===== config.mk =====
export PLATFORM = sky130hd
export DESIGN_NAME = uart_tx_packet_arbiter_flat
export DESIGN_NICKNAME = d
export VERILOG_FILES = /design/src/rtl/uart_tx_packet_arbiter_if.sv /design/src/rtl/uart_tx_packet_arbiter.sv /design/src/flat_wrapper.sv
export SDC_FILE = /design/constraint.sdc
export NUM_CORES = 1
export LEC_CHECK = 0
export ABC_AREA = 1
export CORE_AREA = 2 2 237 239
export CTS_CLUSTER_SIZE = 28
export DETAILED_ROUTE_END_ITERATION = 16
export DIE_AREA = 0 0 239 241
export GPL_TIMING_DRIVEN = 0
export MAX_ROUTING_LAYER = met4
export PLACE_DENSITY = 0.48
export SYNTH_ARGS = -nofsm -noshare
export SYNTH_HDL_FRONTEND = slang
export SYNTH_SLANG_ARGS = --single-unit
export TNS_END_PERCENT = 5

===== constraint.sdc =====
create_clock -name clk -period 18.5 [get_ports clk]
set_input_delay 3.7 -clock clk [delete_from_list [all_inputs] [get_ports clk]]
set_output_delay 3.7 -clock clk [all_outputs]
set_load 0.02 [all_outputs]

===== src/rtl/uart_tx_packet_arbiter_if.sv =====
// Requester and packet-FIFO handshake bundle for uart_tx_packet_arbiter.
// The slave modport is the arbiter's view; master is the requester/FIFO side.
interface uart_tx_packet_arbiter_if #(
   parameter int unsigned NUM_REQ      = 2,
   parameter int unsigned DATA_WIDTH   = 192,
   parameter int unsigned AMOUNT_WIDTH = $clog2(DATA_WIDTH / 8),
   parameter int unsigned ID_WIDTH     = (NUM_REQ > 1) ? $clog2(NUM_REQ) : 1
);
   logic [NUM_REQ-1:0]              req_valid;
   logic [NUM_REQ*DATA_WIDTH-1:0]   req_data;
   logic [NUM_REQ*AMOUNT_WIDTH-1:0] req_amount;
   logic [NUM_REQ-1:0]              req_ready;
   logic [NUM_REQ-1:0]              req_drop;
   logic                            available_snd;
   logic                            snd_big_clk;
   logic [DATA_WIDTH-1:0]           data_snd_big;
   logic [AMOUNT_WIDTH-1:0]         amount_byte_snd_big;
   logic [ID_WIDTH-1:0]             grant_id;
   logic                            busy;

   modport slave (
      input  req_valid, req_data, req_amount, available_snd,
      output req_ready, req_drop, snd_big_clk, data_snd_big, amount_byte_snd_big, grant_id, busy
   );

   modport master (
      output req_valid, req_data, req_amount, available_snd,
      input  req_ready, req_drop, snd_big_clk, data_snd_big, amount_byte_snd_big, grant_id, busy
   );
endinterface


===== src/rtl/uart_tx_packet_arbiter.sv =====
// Arbitrates NUM_REQ packet requesters onto the UART send FIFO, one packet per two cycles.
// Define PKT_ARB_FIXED_PRIO_EN for fixed lowest-index priority instead of round-robin.
module uart_tx_packet_arbiter #(
   parameter int unsigned NUM_REQ      = 2,
   parameter int unsigned DATA_WIDTH   = 192,
   parameter int unsigned AMOUNT_WIDTH = $clog2(DATA_WIDTH / 8),
   parameter int unsigned ID_WIDTH     = (NUM_REQ > 1) ? $clog2(NUM_REQ) : 1
) (
   input logic                      clk,
   input logic                      rst,
   uart_tx_packet_arbiter_if.slave  bus_io
);

   localparam logic [AMOUNT_WIDTH:0]   MaxBytesExt = (AMOUNT_WIDTH + 1)'(DATA_WIDTH / 8);
   localparam logic [AMOUNT_WIDTH-1:0] MaxBytes    = AMOUNT_WIDTH'(DATA_WIDTH / 8);

   typedef enum logic [0:0] {StIdle, StIssue} state_e;

   state_e                  state_q;
   logic [ID_WIDTH-1:0]     last_grant_q;
   logic [ID_WIDTH-1:0]     grant_id_q;
   logic [DATA_WIDTH-1:0]   data_q;
   logic [AMOUNT_WIDTH-1:0] amount_q;
   logic [NUM_REQ-1:0]      ready_q;
   logic [NUM_REQ-1:0]      drop_q;
   logic                    strobe_q;
   logic                    busy_q;

   logic                    win_found;
   logic [ID_WIDTH-1:0]     win_idx;
   logic [ID_WIDTH-1:0]     scan_idx;
   int unsigned             scan_pos;
   logic [DATA_WIDTH-1:0]   win_data;
   logic [AMOUNT_WIDTH:0]   raw_amount_ext;
   logic [AMOUNT_WIDTH-1:0] win_amount;
   logic [NUM_REQ-1:0]      win_onehot;

   always_comb begin
      win_found = 1'b0;
      win_idx   = '0;
      scan_idx  = '0;
      scan_pos  = 0;
      for (int unsigned k = 0; k < NUM_REQ; k++) begin
`ifdef PKT_ARB_FIXED_PRIO_EN
         scan_pos = k;
`else
         scan_pos = (32'(last_grant_q) + 32'd1 + k) % NUM_REQ;
`endif
         scan_idx = ID_WIDTH'(scan_pos);
         if (!win_found && bus_io.req_valid[scan_idx]) begin
            win_found = 1'b1;
            win_idx   = scan_idx;
         end
      end
   end

   // Clamp is evaluated one bit wider so counts above the payload size are caught.
   always_comb begin
      win_data       = bus_io.req_data[32'(win_idx) * DATA_WIDTH +: DATA_WIDTH];
      raw_amount_ext = {1'b0, bus_io.req_amount[32'(win_idx) * AMOUNT_WIDTH +: AMOUNT_WIDTH]};
      win_amount     = (raw_amount_ext > MaxBytesExt) ? MaxBytes
                                                      : raw_amount_ext[AMOUNT_WIDTH-1:0];
      win_onehot     = NUM_REQ'(1) << win_idx;
   end

   always_ff @(posedge clk or posedge rst) begin
      if (rst) begin
         state_q      <= StIdle;
         last_grant_q <= ID_WIDTH'(NUM_REQ - 1);
         grant_id_q   <= '0;
         data_q       <= '0;
         amount_q     <= '0;
         ready_q      <= '0;
         drop_q       <= '0;
         strobe_q     <= 1'b0;
         busy_q       <= 1'b0;
      end else begin
         case (state_q)
            StIdle: begin
               if (win_found && bus_io.available_snd) begin
                  state_q    <= StIssue;
                  data_q     <= win_data;
                  amount_q   <= win_amount;
                  grant_id_q <= win_idx;
                  busy_q     <= 1'b1;
                  ready_q    <= win_onehot;
                  if (win_amount != '0) begin
                     strobe_q <= 1'b1;
                  end else begin
                     drop_q <= win_onehot;
                  end
               end
            end
            StIssue: begin
               state_q      <= StIdle;
               busy_q       <= 1'b0;
               ready_q      <= '0;
               drop_q       <= '0;
               strobe_q     <= 1'b0;
               last_grant_q <= grant_id_q;
            end
            default: state_q <= StIdle;
         endcase
      end
   end

   assign bus_io.req_ready           = ready_q;
   assign bus_io.req_drop            = drop_q;
   assign bus_io.snd_big_clk         = strobe_q;
   assign bus_io.data_snd_big        = data_q;
   assign bus_io.amount_byte_snd_big = amount_q;
   assign bus_io.grant_id            = grant_id_q;
   assign bus_io.busy                = busy_q;

endmodule


===== src/flat_wrapper.sv =====
// flat-port wrapper written by rule: the top's interface ports become plain ports
module uart_tx_packet_arbiter_flat 
#(
   parameter int unsigned NUM_REQ      = 2,
   parameter int unsigned DATA_WIDTH   = 192,
   parameter int unsigned AMOUNT_WIDTH = $clog2(DATA_WIDTH / 8),
   parameter int unsigned ID_WIDTH     = (NUM_REQ > 1) ? $clog2(NUM_REQ) : 1
)
  (clk, rst, bus_io_req_valid, bus_io_req_data, bus_io_req_amount, bus_io_available_snd, bus_io_req_ready, bus_io_req_drop, bus_io_snd_big_clk, bus_io_data_snd_big, bus_io_amount_byte_snd_big, bus_io_grant_id, bus_io_busy);
  uart_tx_packet_arbiter_if #(.NUM_REQ(NUM_REQ), .DATA_WIDTH(DATA_WIDTH), .AMOUNT_WIDTH(AMOUNT_WIDTH), .ID_WIDTH(ID_WIDTH)) bus_io_i ();
  input logic clk;
  input logic rst;
  input wire logic [$bits(bus_io_i.req_valid)-1:0] bus_io_req_valid;
  input wire logic [$bits(bus_io_i.req_data)-1:0] bus_io_req_data;
  input wire logic [$bits(bus_io_i.req_amount)-1:0] bus_io_req_amount;
  input wire logic [$bits(bus_io_i.available_snd)-1:0] bus_io_available_snd;
  output wire logic [$bits(bus_io_i.req_ready)-1:0] bus_io_req_ready;
  output wire logic [$bits(bus_io_i.req_drop)-1:0] bus_io_req_drop;
  output wire logic [$bits(bus_io_i.snd_big_clk)-1:0] bus_io_snd_big_clk;
  output wire logic [$bits(bus_io_i.data_snd_big)-1:0] bus_io_data_snd_big;
  output wire logic [$bits(bus_io_i.amount_byte_snd_big)-1:0] bus_io_amount_byte_snd_big;
  output wire logic [$bits(bus_io_i.grant_id)-1:0] bus_io_grant_id;
  output wire logic [$bits(bus_io_i.busy)-1:0] bus_io_busy;
  assign bus_io_i.req_valid = bus_io_req_valid;
  assign bus_io_i.req_data = bus_io_req_data;
  assign bus_io_i.req_amount = bus_io_req_amount;
  assign bus_io_i.available_snd = bus_io_available_snd;
  assign bus_io_req_ready = bus_io_i.req_ready;
  assign bus_io_req_drop = bus_io_i.req_drop;
  assign bus_io_snd_big_clk = bus_io_i.snd_big_clk;
  assign bus_io_data_snd_big = bus_io_i.data_snd_big;
  assign bus_io_amount_byte_snd_big = bus_io_i.amount_byte_snd_big;
  assign bus_io_grant_id = bus_io_i.grant_id;
  assign bus_io_busy = bus_io_i.busy;
  uart_tx_packet_arbiter #(.NUM_REQ(NUM_REQ), .DATA_WIDTH(DATA_WIDTH), .AMOUNT_WIDTH(AMOUNT_WIDTH), .ID_WIDTH(ID_WIDTH)) u_core (.clk(clk), .rst(rst), .bus_io(bus_io_i));
endmodule

==> run summary <==
Die Y -> 241 um
Cts hold-fix bufs -> 0
First-pass GRT wire length -> 62.1 mm
Synth cell count leaders -> nor2_1, dfrtp_1, nand2_1, o22ai_1, nand3_1
CP Launch Type -> input pin
Outcome -> completed
Clk buf depth -> 3
CP max FO -> 10
Inst Count DP -> 2263
Fin Setup TNS -> 0 ps
CP Class -> in2reg
Area post-placement -> 15500 um^2
Bufs and invs on worst path -> 5
Setup bufs post-CTS -> 0
Crit path depth -> 10
Initial core utilization -> 0.155
Rows -> 86
Drt first pass iters -> 5
DRC -> 0
Cell area after layout -> 16300 um^2
Post-synthesis cell count -> 956
Synth cell types -> 19
Max Slew Vio Count -> 0
Iter 0 DRT Violations -> 339
Post-DRT Antenna Nets -> 0
Tmin final -> 5580 ps
Die Area -> 57600 um^2
Crit path capture type -> flip-flop
GR Util All Layers -> 0.148
Slowest CP cell -> clkdlybuf4s50_1
Number of synthesized flops with an enable pin -> 0
WP data arrival -> 6060 ps
Fill count -> 5766
Die width -> 239 um
Largest net degree at the start of global routing -> 105
Worst-margin pin slew -> 862 ps
Fin cells -> 2313
Share of layout cells above drive strength 1 -> 0.0529
Clock transition at path regs -> 60 ps
# setup viols final -> 0
Post-DR wirelength/cell -> 19.1 um
NumNets Final -> 1987
Hold Vio Cnt, Final -> 0
Clk root buf -> clkbuf_16
Unrepaired setup endpoints after global routing -> no
Crit-path cells -> clkdlybuf4s50_1, o21ai_2, nor2_4, inv_4, nor2_4, inv_2, buf_2, buf_2, nor2_1, nor2_1
Max-slew headroom -> 0.426
VDD IR max -> 0.0577 mV
CORE AREA -> 54900 um^2
Period utilization -> 0.302
Placer Congestion -> 0.859
Cell taking the most area after synthesis -> dfrtp_1
Pwr/cell area -> 103 nW/um^2
Area of the mapped netlist -> 8510 um^2
Ys Warns -> 0
Cell family with most CP delay -> buffers and inverters
Syn Nets -> 1355
Syn_area_per_cell -> 8.90 um^2
Dominant cells by area after synthesis -> dfrtp_1, nor2_1, o22ai_1
FMAX -> 179 MHz
Min-Delay Path Class -> reg2reg
H-tree levels -> 1
Top cell type's share of synthesized area -> 0.603
Vias per std cell -> 4.08
Setup Skew -> 17.7 ps
Routed wire length -> 44.2 mm
Vias in the first global route -> 9721
CTS tree -> yes
Hold path depth -> 2
Initial antenna violation count -> 0
Post-synth top flop -> dfrtp_1
FFs w/ async S/R, synth -> 1.00
WP data required -> 18980 ps
Port-buffer cells -> 602
Vias -> 9430
Sequential fraction of the synthesis area -> 0.606
Boundary Pins -> 603
Max Cap Viol -> 0
Final core occ -> 0.297
Synthesized flop and latch total -> 206
Grt total ovfl -> 0
R2r setup slk -> 16230 ps
Clk sink count -> 206
Reg2Reg Depth -> 8
Leak -> 6.64 nW
Post-CTS Resized -> 0
Detailed Place HPWL -> 34.6 mm
Skew-Pair Late Insertion Delay -> 560 ps
P&R area growth vs syn -> 91.6%
CP max stage delay -> 480 ps
Total power -> 1.68 mW
Clock buffer count from CTS -> 27
Top-count cell post-synth -> nor2_1
cell type report:
cell class	instances	area (um^2)	share of cell area
inverters	12	55.1	0.00338
well taps	704	881	0.0540
flip-flops and latches	206	5160	0.316
plain buffers	62	287	0.0176
diodes	1	2.50	0.000153
clock buffers	45	803	0.0493
repair buffers	603	6050	0.371
clock inverters	4	48.8	0.00299
multi-input cells	676	3020	0.185
per-layer routing:
layer / track usage / wire length (um) / vias up / part of all wire
met5: - / 0 / - / 0
met3: 0.0335 / 3080 / 55 / 0.070
met2: 0.258 / 22100 / 389 / 0.50
met1: 0.172 / 17900 / 4516 / 0.40
li1: - / - / 4470 / -
met4: 0.0386 / 1110 / 0 / 0.025
registers in the layout (all words and copies together), names as in the netlist:
register,count
u_core.bus_io.amount_byte_snd_big,5
u_core.bus_io.busy,1
u_core.bus_io.data_snd_big,192
u_core.bus_io.grant_id,1
u_core.bus_io.req_drop,2
u_core.bus_io.req_ready,2
u_core.bus_io.snd_big_clk,1
u_core.last_grant_q,1
u_core.state_q,1
layout by cell type, fill, tap and decap left out:
master / n
buf_2: 34
inv_4: 1
nand2_2: 1
inv_1: 7
bufinv_16: 1
nor2_4: 3
clkbuf_16: 27
inv_6: 1
nand3_1: 54
buf_4: 1
o21ai_2: 1
inv_8: 1
nand3b_1: 1
buf_1: 6
buf_16: 1
nand2_1: 157
clkinv_2: 2
clkbuf_8: 6
buf_6: 1
o22ai_1: 150
dfrtp_1: 205
dfstp_2: 1
clkbuf_1: 32
o21ai_0: 5
inv_2: 3
nor2_1: 304
clkdlybuf4s50_1: 602
diode_2: 1
kinds of logic (layout without fill, tap and decap cells):
| family | after synthesis | in the layout | share of synthesized area |
|---|---|---|---|
| and+or+nand+nor | 520 | 520 | 0.241 |
| other | 0 | 1 | 0 |
| AOI/OAI and AO/OA | 156 | 156 | 0.114 |
| buffers and inverters | 74 | 726 | 0.0393 |
| DFF | 206 | 206 | 0.606 |
power breakdown:
part	total, mW	leakage [nW]	switching, mW	internal (mW)
clock	0.515	0.417	0.208	0.307
sequential	0.597	2.34	0.0550	0.542
combinational	0.570	3.88	0.284	0.286
worst register-to-register path, stage by stage (launching register included):
cell	delay, ps
dfstp_2	550
nand2_1	100
nand2_2	200
nor2_4	120
inv_2	240
buf_2	420
buf_2	380
nor2_1	80
nor2_1	110
path summary, 6_finish.rpt:
kind	start	end
worst min-delay path	u_core.bus_io.amount_byte_snd_big[0]$_DFFE_PP0P_	u_core.bus_io.amount_byte_snd_big[0]$_DFFE_PP0P_
worst max register to register	u_core.last_grant_q$_DFFE_PP1P_	u_core.bus_io.data_snd_big[86]$_DFFE_PP0P_
min in group asynchronous	rst	u_core.bus_io.data_snd_big[4]$_DFFE_PP0P_
worst max-delay path	bus_io_req_valid[1]	u_core.bus_io.data_snd_big[86]$_DFFE_PP0P_
worst min register to register	u_core.bus_io.amount_byte_snd_big[0]$_DFFE_PP0P_	u_core.bus_io.amount_byte_snd_big[0]$_DFFE_PP0P_
max in group asynchronous	rst	u_core.bus_io.data_snd_big[94]$_DFFE_PP0P_
through the flow:
step | hold WS [ps] | setup WS (ps)
2_1_floorplan | 466 | 9180
3_3_place_gp | 473 | 5440
3_5_place_dp | 470 | 12250
4_1_cts | 484 | 12850
5_1_grt | 495 | 12710
6_report | 487 | 12920
Power figures use the tool's default switching activity.
==> RTL edit 1 (same flow settings) <==
`NUM_REQ` is set to 2 in 3 places; all go to 1.
--- a/src/rtl/uart_tx_packet_arbiter_if.sv
+++ b/src/rtl/uart_tx_packet_arbiter_if.sv
@@ -1,7 +1,7 @@
 // Requester and packet-FIFO handshake bundle for uart_tx_packet_arbiter.
 // The slave modport is the arbiter's view; master is the requester/FIFO side.
 interface uart_tx_packet_arbiter_if #(
-   parameter int unsigned NUM_REQ      = 2,
+   parameter int unsigned NUM_REQ      = 1,
    parameter int unsigned DATA_WIDTH   = 192,
    parameter int unsigned AMOUNT_WIDTH = $clog2(DATA_WIDTH / 8),
    parameter int unsigned ID_WIDTH     = (NUM_REQ > 1) ? $clog2(NUM_REQ) : 1
--- a/src/rtl/uart_tx_packet_arbiter.sv
+++ b/src/rtl/uart_tx_packet_arbiter.sv
@@ -1,7 +1,7 @@
 // Arbitrates NUM_REQ packet requesters onto the UART send FIFO, one packet per two cycles.
 // Define PKT_ARB_FIXED_PRIO_EN for fixed lowest-index priority instead of round-robin.
 module uart_tx_packet_arbiter #(
-   parameter int unsigned NUM_REQ      = 2,
+   parameter int unsigned NUM_REQ      = 1,
    parameter int unsigned DATA_WIDTH   = 192,
    parameter int unsigned AMOUNT_WIDTH = $clog2(DATA_WIDTH / 8),
    parameter int unsigned ID_WIDTH     = (NUM_REQ > 1) ? $clog2(NUM_REQ) : 1
--- a/src/flat_wrapper.sv
+++ b/src/flat_wrapper.sv
@@ -1,7 +1,7 @@
 // flat-port wrapper written by rule: the top's interface ports become plain ports
 module uart_tx_packet_arbiter_flat 
 #(
-   parameter int unsigned NUM_REQ      = 2,
+   parameter int unsigned NUM_REQ      = 1,
    parameter int unsigned DATA_WIDTH   = 192,
    parameter int unsigned AMOUNT_WIDTH = $clog2(DATA_WIDTH / 8),
    parameter int unsigned ID_WIDTH     = (NUM_REQ > 1) ? $clog2(NUM_REQ) : 1
Ports: changed (5 resized); port bits go from 603 to 403. No check against the original RTL was run, so the function may have changed too.
==> RTL edit 1 against the original RTL <==
Total power fell by 14%. Cell count is 13% lower. Area after synthesis down 11%. Worst setup slack improved by 0.24 ns. Highest routed layer unchanged. First-iteration DRC count shrank 32%. Synthesized cell count fell by 10%. Design area shrank 18%. Wire length shrank 34%. Via count down 26%. Sequential share of layout area increased by 5.8 points. Sequential cell count shrank 5. Critical path type is now reg2out. Clock skew is 0.0042 ns higher. Core utilization fell by 5.2 points.
==> RTL edit 1: results (changes against the original RTL) <==
status: "finished clean"
cp_data_arrival_time_ns: 1.65  # -4.41 ns
drt_iter0_drc: 232  # -32%
globalplace.congestion: 0.769  # -10%
grtUsageTotal: 0.101  # -0.0466
met3_usage: 0.0357  # +0.00217
route.met3.wl_um: 2640  # -14%
r2r_setup_slack_ns: 16.90  # +0.67 ns
min_to: "u_core.bus_io.data_snd_big[89]"
clock_skew_ns: 0.0219  # +0.00416 ns
cp-endpoint: "bus_io_req_ready"
dp_cells: 1965  # -13%
synth_commonest_cells: "nand2_1 (596), dfrtp_1 (201), buf_2 (21), buf_4 (16), clkbuf_1 (8)"
dr.pass1.iters: 4  # -1
fin_ws_ns: 13.15  # +0.237 ns
syn_nets: 1060  # -22%
port_buffers: 401  # -33%
vias: 6971  # -26%
via_per_inst: 3.46  # -15%
hp-start: "u_core.bus_io.data_snd_big[89]"
antenna_found_initial: 2  # +2
p_seq_frac: 0.377  # +0.022
dr_wl_met2_um: 13800  # -38%
max_stage_delay_ns: 0.59  # +0.11 ns
synth.top_cells.by_area: "dfrtp_1 (66%), nand2_1 (29%), buf_4 (1.6%)"
use_met2: 0.166  # -0.0912
[RTL edit 1: area by class of cell]
type | instances | share of cell area
repair buffers | 402 | 0.301
well taps | 704 | 0.0656
plain buffers | 45 | 0.0190
inverters | 6 | 0.00224
clock inverters | 14 | 0.0105
multi-input cells | 607 | 0.170
clock buffers | 35 | 0.0563
flip-flops and latches | 201 | 0.375
diodes | 3 | 0.000559
[RTL edit 1: through the flow]
step	instance area [µm²]	hold WS, ns
6_report	13400	0.466
3_3_place_gp	12500	0.453
5_1_grt	13400	0.487
3_5_place_dp	12500	0.457
2_1_floorplan	7600	0.526
4_1_cts	13400	0.472
[RTL edit 1: kinds of logic after synthesis]
| group | after synthesis | synth area share |
|---|---|---|
| buf+inv | 51 | 0.0366 |
| simple gates | 605 | 0.300 |
| other cells | 1 | 0.000494 |
| compound gates | 1 | 0.000658 |
| flops | 201 | 0.662 |
[RTL edit 1: worst max-delay path, delay by kind of cell, from the launching register on]
family | cells | cell delay (ns)
DFF | 1 | 0.38
buffers and inverters | 2 | 0.71
==> RTL edit 2 (same settings) <==
Made on the original files. Reset style: synchronous (`rst`), changed in one clocked block.
--- a/src/rtl/uart_tx_packet_arbiter.sv
+++ b/src/rtl/uart_tx_packet_arbiter.sv
@@ -63,7 +63,7 @@
       win_onehot     = NUM_REQ'(1) << win_idx;
    end
 
-   always_ff @(posedge clk or posedge rst) begin
+   always_ff @(posedge clk) begin
       if (rst) begin
          state_q      <= StIdle;
          last_grant_q <= ID_WIDTH'(NUM_REQ - 1);
Function: changed (Yosys sat finds a counterexample within 4 cycles, from zero or initial values and one cycle with rst high; the reset may be asserted at any time).
==> RTL edit 2 against the original RTL <==
Largest cell class unchanged. Combinational power decreased by 41%. Total power decreased by 18%. Area after synthesis decreased by 7.7%. Wire length increased by 0.34%. Sequential cell count unchanged. Worst setup slack got worse by 0.027 ns. Highest routed layer unchanged. Critical path type unchanged. Design area decreased by 4.0%. Count of clock-buffer cells in the layout decreased by 4.
==> RTL edit 2: results (changes against the original RTL) <==
nFillCells: 5895  # +2.2%
async_reset_ff_frac: 0  # -1.00
post-place-ws_ns: 12.19  # -0.0613 ns
cp_max_fo: 10  # unchanged
final_max_slew_viol_count: 0  # unchanged
drt_wl_total_um: 44300  # +0.34%
drive_above_1_share: 0.0632  # +0.0103
port_buffers: 601  # -0.17%
max_stage_delay_ns: 0.49
leakage_nw: 5.61  # -16%
cts_buffers: 26  # -3.7%
cp_data_arrival_time_ns: 6.02  # -0.04 ns
synth_flop_cell: "dfxtp_1"
globalplace.congestion: 0.822  # -4.3%
seq_area_frac_synth: 0.525  # -0.0808
ys_types: 22  # +3
synth.top_cells.by_area: "dfxtp_1 (53%), nand2_1 (15%), o22ai_1 (12%)"
reg2reg_depth: 9  # +1
critical_path.slowest_cell: "clkdlybuf4s50_1"
synth_warnings: 0  # unchanged
route.met3.wl_um: 3680  # +19%
dp_hpwl_um: 35300  # +2.1%
r2r_setup_slack_ns: 16.08  # -0.15 ns
tightest_slew_ns: 0.740  # -0.122 ns
wl_met1_um: 18000  # +0.48%
holdCritPathClass: "reg2reg"
grtUsageTotal: 0.148  # -0.000422
clk_latency_ns: 0.55
via_per_inst: 4.10  # +0.61%
dr_wl_met2_um: 21600  # -2.4%
grt_pass1_wl_um: 61400  # -1.0%
max_freq_mhz: 178  # -0.49%
worstHoldPathCells: 2  # unchanged
synth_commonest_cells: "nand2_1 (309), dfxtp_1 (206), a21oi_1 (153), o22ai_1 (145), buf_2 (51)"
syn_nets: 1385  # +2.2%
status: "finished clean"
cts_max_level: 1  # unchanged
clk_pin_slew_ns: 0.05
grt_max_degree: 13  # -88%
largest_reg_flops: 192  # unchanged
post_cts_buffers: 0  # unchanged
ir_drop_mv: 0.0589  # +2.2%
cp_top_family: "buffers and inverters"
dr.pass1.iters: 4  # -1
grt_pass1_vias: 9709  # -0.12%
drt_iter0_drc: 344  # +1.5%
hold_slack_ns: 0.462  # -0.0253 ns
antenna_found_initial: 3  # +3
clock_skew_ns: 0.0135  # -0.00416 ns
fin_nets: 2014  # +1.4%
-- RTL edit 2: cell types whose count changed in the layout (fill, tap and decap cells not counted), sizes merged, moves of 47 or more --
cell	unedited run	this run
nand2	158	311
dfrtp	205	0
nor2	307	10
dfxtp	0	206
a21oi	0	153
a31oi	0	47
-- RTL edit 2: cell families (layout without fill, tap and decap cells) --
kind of cell	after synthesis	count (layout)	share of synthesized area
AO/OA/AOI/OAI	351	351	0.255
AND/OR/NAND/NOR	333	333	0.164
flip-flops	206	206	0.525
buffers and inverters	96	741	0.0554
other	0	2	0
-- RTL edit 2: area by class of cell --
type | count | area [µm²] | area share
buffer | 85 | 394 | 0.0252
timing repair buffer | 601 | 6020 | 0.384
clock inverter | 3 | 65.1 | 0.00416
tap | 704 | 881 | 0.0563
clock buffer | 41 | 828 | 0.0529
antenna | 2 | 5.00 | 0.000320
inverter | 11 | 41.3 | 0.00264
sequential | 206 | 4120 | 0.264
multi-input combinational | 684 | 3290 | 0.211
-- RTL edit 2: final timing paths --
kind	from	end
setup / recovery	bus_io_req_valid[0]	u_core.bus_io.data_snd_big[25]
hold / removal	u_core.bus_io.data_snd_big[123]	u_core.bus_io.data_snd_big[123]
setup reg to reg	u_core.last_grant_q	u_core.bus_io.data_snd_big[25]
hold reg to reg	u_core.bus_io.data_snd_big[123]	u_core.bus_io.data_snd_big[123]
-- RTL edit 2: layer usage --
metal,up-vias,track usage
met5,-,-
met3,61,0.0450
met4,0,0.0369
met2,394,0.255
li1,4724,-
met1,4407,0.166
-- RTL edit 2: worst min-delay path, stage by stage, from the launching register on --
cell and delay [ns]:
dfxtp_1 0.30, nand2_1 0.06, a21oi_1 0.05
-- RTL edit 2: report_power, final --
part,switching [mW],internal [mW]
Combinational,0.160,0.176
Clock,0.198,0.330
Sequential,0.0220,0.486
-- RTL edit 2: per-stage QoR --
| step | cell area (µm²) | std cells |
|---|---|---|
| 2_1_floorplan | 7850 | 986 |
| 3_3_place_gp | 14800 | 2291 |
| 3_5_place_dp | 14800 | 2291 |
| 4_1_cts | 15600 | 2335 |
| 5_1_grt | 15600 | 2337 |
| 6_report | 15600 | 2337 |
